<file path="config.mk">
export PLATFORM = sky130hd
export DESIGN_NAME = compare_sort_sequencer_flat
export DESIGN_NICKNAME = d
export VERILOG_FILES = /design/src/rtl/compare_sort_sequencer_if.sv /design/src/rtl/compare_sort_sequencer.sv /design/src/flat_wrapper.sv
export SDC_FILE = /design/constraint.sdc
export NUM_CORES = 1
export LEC_CHECK = 0
export CORE_MARGIN = 4
export CORE_UTILIZATION = 45
export CTS_BUF_LIST = sky130_fd_sc_hd__clkbuf_8
export CTS_CLUSTER_DIAMETER = 60
export DETAILED_ROUTE_END_ITERATION = 8
export MAX_ROUTING_LAYER = met4
export PLACE_DENSITY = 0.64
export SLEW_MARGIN = 10
export SYNTH_ARGS = -nofsm -noshare
export SYNTH_HDL_FRONTEND = slang
export SYNTH_HIERARCHICAL = 1
export SYNTH_SLANG_ARGS = --single-unit
</file>
<file path="constraint.sdc">
create_clock -name clk -period 4.8 [get_ports clk]
set_input_delay 1.2 -clock clk [delete_from_list [all_inputs] [get_ports clk]]
set_output_delay 1.2 -clock clk [all_outputs]
set_load 0.05 [all_outputs]
</file>
<file path="src/rtl/compare_sort_sequencer_if.sv">
// Producer/consumer bundle for compare_sort_sequencer: packed load word in,
// sorted word and swap count out, with ready/busy/done status.
interface compare_sort_sequencer_if;
    logic        start;
    logic [15:0] Din;
    logic        ready;
    logic        busy;
    logic        done;
    logic [15:0] Q;
    logic [2:0]  SWAPS;

    modport master (output start, Din, input ready, busy, done, Q, SWAPS);
    modport slave  (input start, Din, output ready, busy, done, Q, SWAPS);
endinterface

</file>
<file path="src/rtl/compare_sort_sequencer.sv">
// Four-element 4-bit bubble sorter sharing one comparator, one compare per clock.
// Optional macro SORT_EARLY_EXIT_EN ends the sort after a pass with no swaps.

module four_bit_comparator (
    input  logic [3:0] a_i,
    input  logic [3:0] b_i,
    output logic [2:0] r_o
);
    // r_o = {A>B, A==B, A<B}
    assign r_o = {a_i > b_i, a_i == b_i, a_i < b_i};
endmodule

module compare_sort_sequencer #(
    parameter bit DESCENDING = 1'b0
) (
    input  logic                      clk,
    input  logic                      rst,
    compare_sort_sequencer_if.slave   sort_if
);
    localparam int unsigned EW = 4;
    localparam int unsigned NE = 4;
    localparam int unsigned IW = 2;
    localparam int unsigned CW = 3;

    typedef enum logic [1:0] {
        S_IDLE = 2'd0,
        S_CMP  = 2'd1,
        S_DONE = 2'd2
    } state_e;

    state_e                   state_q, state_d;
    logic [NE-1:0][EW-1:0]    elem_q, elem_d;
    logic [IW-1:0]            idx_q, idx_d;
    logic [IW-1:0]            last_q, last_d;
    logic [CW-1:0]            cnt_q, cnt_d;
    logic [NE*EW-1:0]         q_q, q_d;
    logic [CW-1:0]            swaps_q, swaps_d;
    logic                     done_q, done_d;
    logic                     ready_q, busy_q;
`ifdef SORT_EARLY_EXIT_EN
    logic                     pass_q, pass_d;
`endif

    logic [IW-1:0]            idx_b;
    logic [EW-1:0]            cmp_a, cmp_b;
    logic [2:0]               cmp_r;
    logic                     do_swap;
    logic                     finish;

    assign idx_b = idx_q + IW'(1);
    assign cmp_a = elem_q[idx_q];
    assign cmp_b = elem_q[idx_b];

    four_bit_comparator u_cmp (
        .a_i (cmp_a),
        .b_i (cmp_b),
        .r_o (cmp_r)
    );

    // Equal operands never swap; direction picks the strict inequality.
    assign do_swap = !cmp_r[1] && (DESCENDING ? cmp_r[0] : cmp_r[2]);

    always_ff @(posedge clk) begin
        if (rst) begin
            state_q <= S_IDLE;
            elem_q  <= '0;
            idx_q   <= '0;
            last_q  <= '0;
            cnt_q   <= '0;
            q_q     <= '0;
            swaps_q <= '0;
            done_q  <= 1'b0;
            ready_q <= 1'b1;
            busy_q  <= 1'b0;
`ifdef SORT_EARLY_EXIT_EN
            pass_q  <= 1'b0;
`endif
        end else begin
            state_q <= state_d;
            elem_q  <= elem_d;
            idx_q   <= idx_d;
            last_q  <= last_d;
            cnt_q   <= cnt_d;
            q_q     <= q_d;
            swaps_q <= swaps_d;
            done_q  <= done_d;
            ready_q <= (state_d == S_IDLE);
            busy_q  <= (state_d != S_IDLE);
`ifdef SORT_EARLY_EXIT_EN
            pass_q  <= pass_d;
`endif
        end
    end

    always_comb begin
        state_d = state_q;
        elem_d  = elem_q;
        idx_d   = idx_q;
        last_d  = last_q;
        cnt_d   = cnt_q;
        q_d     = q_q;
        swaps_d = swaps_q;
        done_d  = 1'b0;
        finish  = 1'b0;
`ifdef SORT_EARLY_EXIT_EN
        pass_d  = pass_q;
`endif

        case (state_q)
            S_IDLE: begin
                if (sort_if.start) begin
                    elem_d  = sort_if.Din;
                    idx_d   = '0;
                    last_d  = IW'(2);
                    cnt_d   = '0;
                    state_d = S_CMP;
`ifdef SORT_EARLY_EXIT_EN
                    pass_d  = 1'b0;
`endif
                end
            end
            S_CMP: begin
                if (do_swap) begin
                    elem_d[idx_q] = cmp_b;
                    elem_d[idx_b] = cmp_a;
                    cnt_d         = cnt_q + CW'(1);
`ifdef SORT_EARLY_EXIT_EN
                    pass_d        = 1'b1;
`endif
                end
                if (idx_q != last_q) begin
                    idx_d = idx_b;
                end else if (last_q != '0) begin
                    idx_d  = '0;
                    last_d = last_q - IW'(1);
`ifdef SORT_EARLY_EXIT_EN
                    // A pass with no swaps means the order is final.
                    finish = !(pass_q || do_swap);
                    pass_d = 1'b0;
`else
                    finish = 1'b0;
`endif
                end else begin
                    finish = 1'b1;
                end
                // Publish with the final write-back folded in.
                if (finish) begin
                    state_d = S_DONE;
                    q_d     = elem_d;
                    swaps_d = cnt_d;
                    done_d  = 1'b1;
                end
            end
            S_DONE: begin
                state_d = S_IDLE;
            end
            default: begin
                state_d = S_IDLE;
            end
        endcase
    end

    assign sort_if.ready = ready_q;
    assign sort_if.busy  = busy_q;
    assign sort_if.done  = done_q;
    assign sort_if.Q     = q_q;
    assign sort_if.SWAPS = swaps_q;

endmodule

</file>
<file path="src/flat_wrapper.sv">
// flat-port wrapper written by rule: the top's interface ports become plain ports
module compare_sort_sequencer_flat 
#(
    parameter bit DESCENDING = 1'b0
)
  (clk, rst, sort_if_start, sort_if_Din, sort_if_ready, sort_if_busy, sort_if_done, sort_if_Q, sort_if_SWAPS);
  compare_sort_sequencer_if sort_if_i ();
  input  logic clk;
  input  logic rst;
  input wire logic [$bits(sort_if_i.start)-1:0] sort_if_start;
  input wire logic [$bits(sort_if_i.Din)-1:0] sort_if_Din;
  output wire logic [$bits(sort_if_i.ready)-1:0] sort_if_ready;
  output wire logic [$bits(sort_if_i.busy)-1:0] sort_if_busy;
  output wire logic [$bits(sort_if_i.done)-1:0] sort_if_done;
  output wire logic [$bits(sort_if_i.Q)-1:0] sort_if_Q;
  output wire logic [$bits(sort_if_i.SWAPS)-1:0] sort_if_SWAPS;
  assign sort_if_i.start = sort_if_start;
  assign sort_if_i.Din = sort_if_Din;
  assign sort_if_ready = sort_if_i.ready;
  assign sort_if_busy = sort_if_i.busy;
  assign sort_if_done = sort_if_i.done;
  assign sort_if_Q = sort_if_i.Q;
  assign sort_if_SWAPS = sort_if_i.SWAPS;
  compare_sort_sequencer #(.DESCENDING(DESCENDING)) u_core (.clk(clk), .rst(rst), .sort_if(sort_if_i));
endmodule
</file>
## Word level (Yosys, flattened, before mapping)

Cells that the tools add are included.

| storage, ports and cells | value |
|---|---|
| register bits | 47 |
| latch bits | 0 |
| memory bits (writable) | 0 |
| ROM bits | 0 |
| input port bits | 19 |
| output and inout port bits | 22 |
| word-level logic and storage cells | 74 |
| memories | 0 |

| cells by class | value |
|---|---|
| add/sub/neg operators | 3 |
| multiply operators | 0 |
| div/mod/pow operators | 0 |
| $lt $le $gt $ge | 5 |
| equal/unequal tests | 7 |
| shift-type cells | 0 |
| multiplexer cells | 31 |
| bitwise operators | 1 |
| reduce and logical (&&, ||, !) cells | 14 |

Operators by type and width:

| operator | number |
|---|---|
| $bwmux W16 | 2 |
| $mux W16 | 2 |
| $pmux W16 S2 | 1 |
| $bmux W4 S2 | 2 |
| $demux W4 S2 | 2 |
| $mux W2 | 8 |
| $mux W4 | 4 |
| $pmux W2 S2 | 3 |
| $lt A2 B3 Y1 const B | 2 |
| $mux W3 | 2 |
| $pmux W3 S2 | 1 |
| $reduce_bool A2 Y1 | 3 |
| $eq A4 B4 Y1 | 1 |
| $ge A2 B1 Y1 const B | 2 |
| $gt A4 B4 Y1 | 1 |
| $logic_not A2 Y1 | 2 |
| $mux W1 | 4 |
| $ne A2 B2 Y1 const B | 2 |
| $reduce_and A2 Y1 | 2 |
| $reduce_and A4 Y1 | 1 |
| $add A3 B1 Y3 const B | 1 |
| $logic_and A1 B1 Y1 | 3 |
| $ne A3 B1 Y1 const B | 1 |
| $reduce_and A3 Y1 | 1 |
| other kinds (8) | 8 |

## Longest topological paths before layout

Gate-level depths: netlist (run 1).

| depth | value |
|---|---|
| depth after elaboration | 8 |
| depth in mapped cells | 15 |
| gate-level depth less buffers | 12 |

## Cells and area by module

The synthesis (run 1) kept the hierarchy.

By module, submodules not included:

| module | times used | cells each | area each (um2) | sequential area each (um2) |
|---|---|---|---|---|
| compare_sort_sequencer | 1 | 298 | 2623.8 | 940.9 |
| four_bit_comparator | 1 | 16 | 128.9 | 0.0 |

## Least setup slack after synthesis (run 1)

No wires, ideal clock.

| timing | value |
|---|---|
| kind | flip-flop to flip-flop |
| start point | reg u_core.idx_q[0] |
| end point | reg u_core/elem_q[13] (netlist name) |
| data arrival time | 3.129 ns |
| required time | 4.666 ns |
| setup slack | 1.536 ns |
| cell stages (with the launch flop) | 15 |
| buffers on the path | 2 |
| clock period less this slack | 3.264 ns |
| cells stage by stage | dfxtp_1 > buf_6 > inv_1 > ha_1 > mux4_2 > inv_1 > ha_1 > nand2_1 > o21bai_4 > a21oi_2 > nor2b_1 > clkbuf_1 > nand2_1 > a2111oi_0 > nor4_1 |

| on the way | value |
|---|---|
| elaborated cells on any way between the ends | 23 |
| those cells by class | add/sub: 1; order compare: 5; eq/ne: 1; mux: 12; reduce/logical: 4 |

RTL lines:

| element | line | RTL |
|---|---|---|
| start: declaration | compare_sort_sequencer.sv:33 | `logic [IW-1:0] idx_q, idx_d;` |
| start signal: assignment | compare_sort_sequencer.sv:81 | `idx_q <= idx_d;` |
| $add A2 B1 Y2 | compare_sort_sequencer.sv:50 | `assign idx_b = idx_q + IW'(1);` |
| $bmux W4 S2 | compare_sort_sequencer.sv:52 | `assign cmp_b = elem_q[idx_b];` |
| $mux W4 (implied by the code) | compare_sort_sequencer.sv:52 |  |
| net u_core.cmp_b[3] | compare_sort_sequencer.sv:45 | `logic [EW-1:0] cmp_a, cmp_b;` |
| $gt A4 B4 Y1 | compare_sort_sequencer.sv:10 | `assign r_o = {a_i > b_i, a_i == b_i, a_i < b_i};` |
| net u_core.cmp_r[2] | compare_sort_sequencer.sv:46 | `logic [2:0] cmp_r;` |
| $logic_and A1 B1 Y1 | compare_sort_sequencer.sv:61 | `assign do_swap = !cmp_r[1] && (DESCENDING ? cmp_r[0] : cmp_r[2]);` |
| $mux W16 | compare_sort_sequencer.sv:123 | `if (do_swap) begin` |
| $pmux W16 S2 | compare_sort_sequencer.sv:109 | `case (state_q)` |
| end signal: assignment | compare_sort_sequencer.sv:80 | `elem_q <= elem_d;` |
| end: declaration | compare_sort_sequencer.sv:32 | `logic [NE-1:0][EW-1:0] elem_q, elem_d;` |

The timed path passes the listed nets, and every way through them passes these cells. The select of a mux whose other input is x is not followed.
A chain may end at the register's enable or synchronous reset.

## Worst setup path after layout (run 1)

| timing | value |
|---|---|
| start point | reg u_core.idx_q[1] |
| end point | reg u_core/elem_q[4] (netlist name) |

Same word-level chain as after synthesis.

==> metrics.md, run 1 <==
| Metric | Value |
|---|---|
| Port Buffers | `40` |
| Combinational share of power | `41.4%` |
| CTS tree | `built` |
| Max Fclk | `263 MHz` |
| Final Core Density | `55.9%` |
| Iteration-0 DRC Markers | `172` |
| Setup TNS | `0 ps` |
| Antenna Diode Count | `0` |
| Critical Path Max Stage Delay | `640 ps` |
| Via density | `5.97` |
| Vias post-DR | `2,518` |
| Clock share of power | `23.3%` |
| Clk Tree Root Cell | `clkbuf_8` |
| Final Max Tran Viols | `0` |
| Placer Congestion | `0.995` |
| Pwr Density | `416 nW/um^2` |
| Initial core utilization | `46.4%` |
| # Post-CTS Setup Buffers | `0` |
| Chip width | `86.1 microns` |
| Critical Path RT | `4960 ps` |
| Worst setup EP type | `flip-flop` |
| Outcome | `completed` |
| Fin cells | `422` |
| Seq pwr share | `35.3%` |
| Maxcap violations | `0` |
| Worst-case clock skew | `7.94 ps` |
| Final ANT Viol Nets | `0` |
| Worst Reg-to-Reg Cells | `13` |
| Critical Path, Cell by Cell | `inv_1 -> ha_1 -> mux4_2 -> inv_1 -> ha_1 -> nand2_1 -> o21bai_4 -> a21oi_2 -> nor2b_2 -> buf_4 -> o21ai_0 -> a2111oi_0 -> nor4_1` |
| Global-route wire length before repair | `12.4 mm` |
| Die height | `86.1 microns` |
| Post-Syn Instances | `313` |
| Mapped Area | `2750 sq um` |
| Most frequent cells in the layout | `dfxtp_1 (47), clkdlybuf4s50_1 (40), nand2_1 (37), nor2_1 (30), a21oi_1 (21)` |
| DRT Pass-1 Iters | `4` |
| Die Area | `7420 sq um` |
| Post-CTS Hold Buffers | `0` |
| Clock latency on the worst-skew pair | `300 ps` |
| Core area | `5920 sq um` |
| Hold Path Depth | `2` |
| Peak supply drop | `0.190 mV` |
| Worst path slowest cell | `dfxtp_1` |
| Clk sinks | `47` |
| Syn Nets | `346` |
| Most common cell after layout, fill and taps aside | `dfxtp_1` |
| Total gr overflow | `0` |
| Worst-path clk slew | `100 ps` |
| P&R area growth vs syn | `20.5%` |
| Final Setup Violations | `0` |
| Ys Warns | `6` |
| Synth Area per Inst | `8.77 sq um` |
| Initial antenna violation count | `0` |
| CTS buffer count | `5` |
| Largest net degree at the start of global routing | `34` |
| Post-DP HPWL | `5.89 mm` |
| Rows | `28` |
| Fin crit share | `79.3%` |
| CTS max path bufs | `2` |
| Layout cells sized above 1 | `9.22%` |
| Pint | `0.819 mW` |
| Fin crit period | `3800 ps` |
| Post-Route WL | `7.75 mm` |
| Remaining DRCs | `0` |
| Worst Hold Class | `reg -> reg` |
| Switching Fraction | `40.5%` |
| CP arrival | `3960 ps` |
| Post_cts resized | `0` |
| CTS H-tree lvls | `2` |
| WS Path Type | `reg -> reg` |
| Vias in the first global route | `2,415` |
| Final hold vios | `0` |
| Sw Pwr | `0.557 mW` |
| Net total in the final layout | `379` |
| Max-slew headroom | `36.1%` |
| Dpl cells | `414` |
| Average wire per standard cell | `18.4 microns` |
| Worst-Margin Slew | `956 ps` |
| Leakage Power | `1.20 nW` |
| RSZ-0062 raised after global routing | `false` |
| Tot GR Track Use | `22.3%` |
| Crit Path Max Fanout | `33` |
| CP startpoint kind | `flip-flop` |
| Top-Level Pins | `41` |
area by class of cell:
cell class,instances,area [sq um]
Clock buffer,6,82.6
Tap cell,75,93.8
Sequential cell,47,941
Inverter,13,48.8
Clock inverter,2,38.8
Multi-Input combinational cell,234,1670
Timing Repair Buffer,45,438
Fill cell,523,2610
metrics by stage:
step / area, sq um / setup WS (ps) / total power [mW] / hold WS, ps
final: 3310 / 995 / 1.38 / 460
after detailed placement: 3190 / 1080 / 1.06 / 450
after floorplan: 2750 / 1540 / 0.901 / 470
after CTS: 3310 / 1050 / 1.38 / 465
after global routing: 3310 / 649 / 1.45 / 484
after global placement: 3190 / 1190 / 1.06 / 444
sequential cells by signal, indices dropped and copies added, names as in the netlist:
signal,count
u_core/sort_if.done,1
u_core/sort_if.Q,16
u_core/elem_q,16
u_core/state_q,2
u_core/sort_if.busy,1
u_core/idx_q,2
u_core/cnt_q,3
u_core/sort_if.ready,1
u_core/last_q,2
u_core/sort_if.SWAPS,3
power by group through the flow:
stage	combinational, mW	clock [mW]	sequential (mW)
global placement	0.567	0	0.493
finish	0.570	0.321	0.485
CTS	0.570	0.327	0.485
floorplan	0.335	0	0.566
detailed placement	0.569	0	0.494
global route	0.617	0.343	0.494
per-layer routing:
layer	wire length [microns]	global-route usage, %	share of wire, %
met3	397	4.42	5.1
met5	0	-	0
met1	3520	28.0	45
met4	137	7.19	1.8
met2	3700	36.0	48
final timing paths:
path | slack [ps] | startpoint | end
setup reg to reg | 1000 | u_core/idx_q[1]$_SDFFE_PP0P_ | u_core/elem_q[4]$_SDFFE_PP0P_
setup / recovery | 1000 | u_core/idx_q[1]$_SDFFE_PP0P_ | u_core/elem_q[4]$_SDFFE_PP0P_
hold reg to reg | 460 | u_core/sort_if.Q[0]$_SDFFE_PP0P_ | u_core/sort_if.Q[0]$_SDFFE_PP0P_
hold / removal | 460 | u_core/sort_if.Q[0]$_SDFFE_PP0P_ | u_core/sort_if.Q[0]$_SDFFE_PP0P_
worst max-delay path, delay by kind of cell, from the launching register on:
kind / cells / cell delay [ps]
multiplexers: 1 / 300
AO/OA/AOI/OAI: 4 / 1140
flip-flops: 1 / 640
AND/OR/NAND/NOR: 3 / 300
adder cells (fa/ha/maj): 2 / 730
buffers and inverters: 3 / 540
Note: power is estimated with default switching activity, not from simulation.
==> run 2: changes to the inputs <==
- PLACE_DENSITY: 0.64 -> 0.67
- clock period: 4.8 -> 3.1 ns (I/O delays scaled with it)
==> run 2 against run 1 <==
Compared with the run above:
- largest power group unchanged
- flip-flop and latch count is the same
- setup slack got worse by 850 ps
- count of clock-buffer cells in the layout down 1
==> metrics.md, run 2 (same netlist as run 1, synthesis figures left out) <==
| Metric | Value |
|---|---|
| Crit path max-delay family | `compound AO/OA/AOI/OAI gates` |
| Maxcap violations | `0` |
| Hold slack | `463 ps` |
| Placer Congestion | `1.05` |
| Die Area | `7420 sq um` |
| Critical Path RT | `3270 ps` |
| Global-route wire length before repair | `12.6 mm` |
| CTS buffer count | `5` |
| Worst Hold Class | `reg -> reg` |
| Crit Reg-Reg Startpoint | `u_core/idx_q[0]$_SDFFE_PP0P_` |
| Tot GR Track Use | `22.1%` |
| Initial core utilization | `46.4%` |
| Clk sinks | `47` |
| Largest net degree at the start of global routing | `35` |
| CP startpoint kind | `flip-flop` |
| Fin crit period | `2950 ps` |
| Pint | `1.25 mW` |
| Total gr overflow | `0` |
| CTS tree | `built` |
| WP buf/inv | `3` |
| Net total in the final layout | `396` |
| Dpl cells | `431` |
| Worst-path clk slew | `100 ps` |
| Seq pwr share | `35.1%` |
| Worst-case clock skew | `13.2 ps` |
| Sw Pwr | `0.887 mW` |
| Chip width | `86.1 microns` |
| FF/Latch Area | `942 sq um` |
| Worst path slowest cell | `a2111oi_1` |
| Final Core Density | `58.3%` |
| Post-DP HPWL | `5.71 mm` |
| Fill count | `548` |
| Area of the multi-input gates | `1700 sq um` |
| Most common cell after layout, fill and taps aside | `dfxtp_1` |
| Worst setup EP type | `flip-flop` |
| Critical Path, Cell by Cell | `inv_1 -> ha_2 -> mux4_2 -> inv_1 -> ha_1 -> nor2b_4 -> o21bai_4 -> a21oi_2 -> nor2b_4 -> buf_6 -> and3_1 -> a2111oi_1 -> nor4_1` |
| Iteration-0 DRC Markers | `186` |
| Outcome | `completed` |
| Port Buffers | `40` |
| Worst-Margin Slew | `826 ps` |
| Crit path from | `u_core/idx_q[0]$_SDFFE_PP0P_` |
| Fin crit share | `95.2%` |
| Die height | `86.1 microns` |
| Switching Fraction | `41.6%` |
| Fin cells | `438` |
| Critical Path Max Stage Delay | `480 ps` |
| Vias in the first global route | `2,498` |
| Clk Tree Root Cell | `clkbuf_8` |
| WS Path Type | `reg -> reg` |
| Pwr Density | `618 nW/um^2` |
| CP arrival | `3120 ps` |
| Max-slew headroom | `44.9%` |
| Post-Route WL | `7.76 mm` |
| Via density | `5.90` |
| Final ANT Viol Nets | `0` |
| DRT Pass-1 Iters | `4` |
| Core area | `5920 sq um` |
| Layout cells sized above 1 | `14.6%` |
| Leakage Power | `1.28 nW` |
| Most frequent cells in the layout | `dfxtp_1 (46), clkdlybuf4s50_1 (40), nand2_1 (37), nor2_1 (30), a21oi_1 (21)` |
| Vias post-DR | `2,586` |
| Average wire per standard cell | `17.7 microns` |
| Initial antenna violation count | `0` |
| Top-Level Pins | `41` |
| Crit Path Max Fanout | `10` |
| Max Fclk | `339 MHz` |
| Clock latency on the worst-skew pair | `300 ps` |
| CTS H-tree lvls | `2` |
| P&R area growth vs syn | `25.7%` |
| Worst hold start | `u_core/sort_if.Q[11]$_SDFFE_PP0P_` |
| CTS max path bufs | `2` |
| Combinational share of power | `47.7%` |
| Peak supply drop | `0.358 mV` |
| Rows | `28` |
| Remaining DRCs | `0` |
| Final hold vios | `0` |
| Clock share of power | `17.1%` |
| Final Setup Violations | `0` |
| # Post-CTS Setup Buffers | `0` |
| Final Max Tran Viols | `0` |
| Antenna Diode Count | `0` |
run 2: per-layer routing:
| metal | share of wire (%) | global-route usage (%) | wire length [microns] | vias to the layer above |
|---|---|---|---|---|
| met5 | 0 | - | 0 | - |
| met4 | 1.2 | 6.91 | 91 | 0 |
| li1 | - | - | - | 1262 |
| met1 | 44 | 28.6 | 3440 | 1229 |
| met3 | 5.9 | 3.36 | 460 | 8 |
| met2 | 49 | 35.7 | 3770 | 87 |
run 2: path summary, 6_finish.rpt:
check	cells after the start	slack, ps	endpoint
setup reg to reg	13	150	u_core/elem_q[15]$_SDFFE_PP0P_
hold / removal	2	460	u_core/sort_if.Q[11]$_SDFFE_PP0P_
setup / recovery	13	150	u_core/elem_q[15]$_SDFFE_PP0P_
hold reg to reg	2	460	u_core/sort_if.Q[11]$_SDFFE_PP0P_
run 2: worst min-delay path, cell delays in order (launching register included):
cell and delay [ps]:
dfxtp_1 320, nand2_1 50, a21oi_1 50
run 2: layout make-up:
| type | instances | share of cell area, % |
|---|---|---|
| well taps | 75 | 2.72 |
| flip-flops and latches | 47 | 27.3 |
| clock buffers | 5 | 1.99 |
| inverters | 13 | 1.41 |
| repair buffers | 62 | 17.1 |
| clock inverters | 2 | 0.399 |
| multi-input cells | 234 | 49.1 |
run 2: metrics by stage:
step	cell area, sq um	worst slack [ps]	TNS [ps]	power, mW
2_1_floorplan	2750	-0.967	-1.18	1.40
3_3_place_gp	3330	92.5	0	1.72
3_5_place_dp	3330	8.89	0	1.73
4_1_cts	3410	28.5	0	2.11
5_1_grt	3450	-10.2	-11.2	2.26
6_report	3450	149	0	2.13
run 2: timing repair:
item | in CTS | in global routing
hold buffers | 0 | 0
endpoints found under the hold margin | 0 | 0
setup endpoints to repair | 3 | 19
cloned | 0 | 0
gates resized for setup | 1 | 14
run 2: power by group through the flow:
stage / Combinational [mW] / Clock (mW) / Sequential, mW
5_1_grt: 1.10 / 0.394 / 0.761
4_1_cts: 0.982 / 0.382 / 0.748
2_1_floorplan: 0.526 / 0 / 0.876
3_5_place_dp: 0.968 / 0 / 0.762
6_report: 1.02 / 0.365 / 0.750
3_3_place_gp: 0.962 / 0 / 0.759
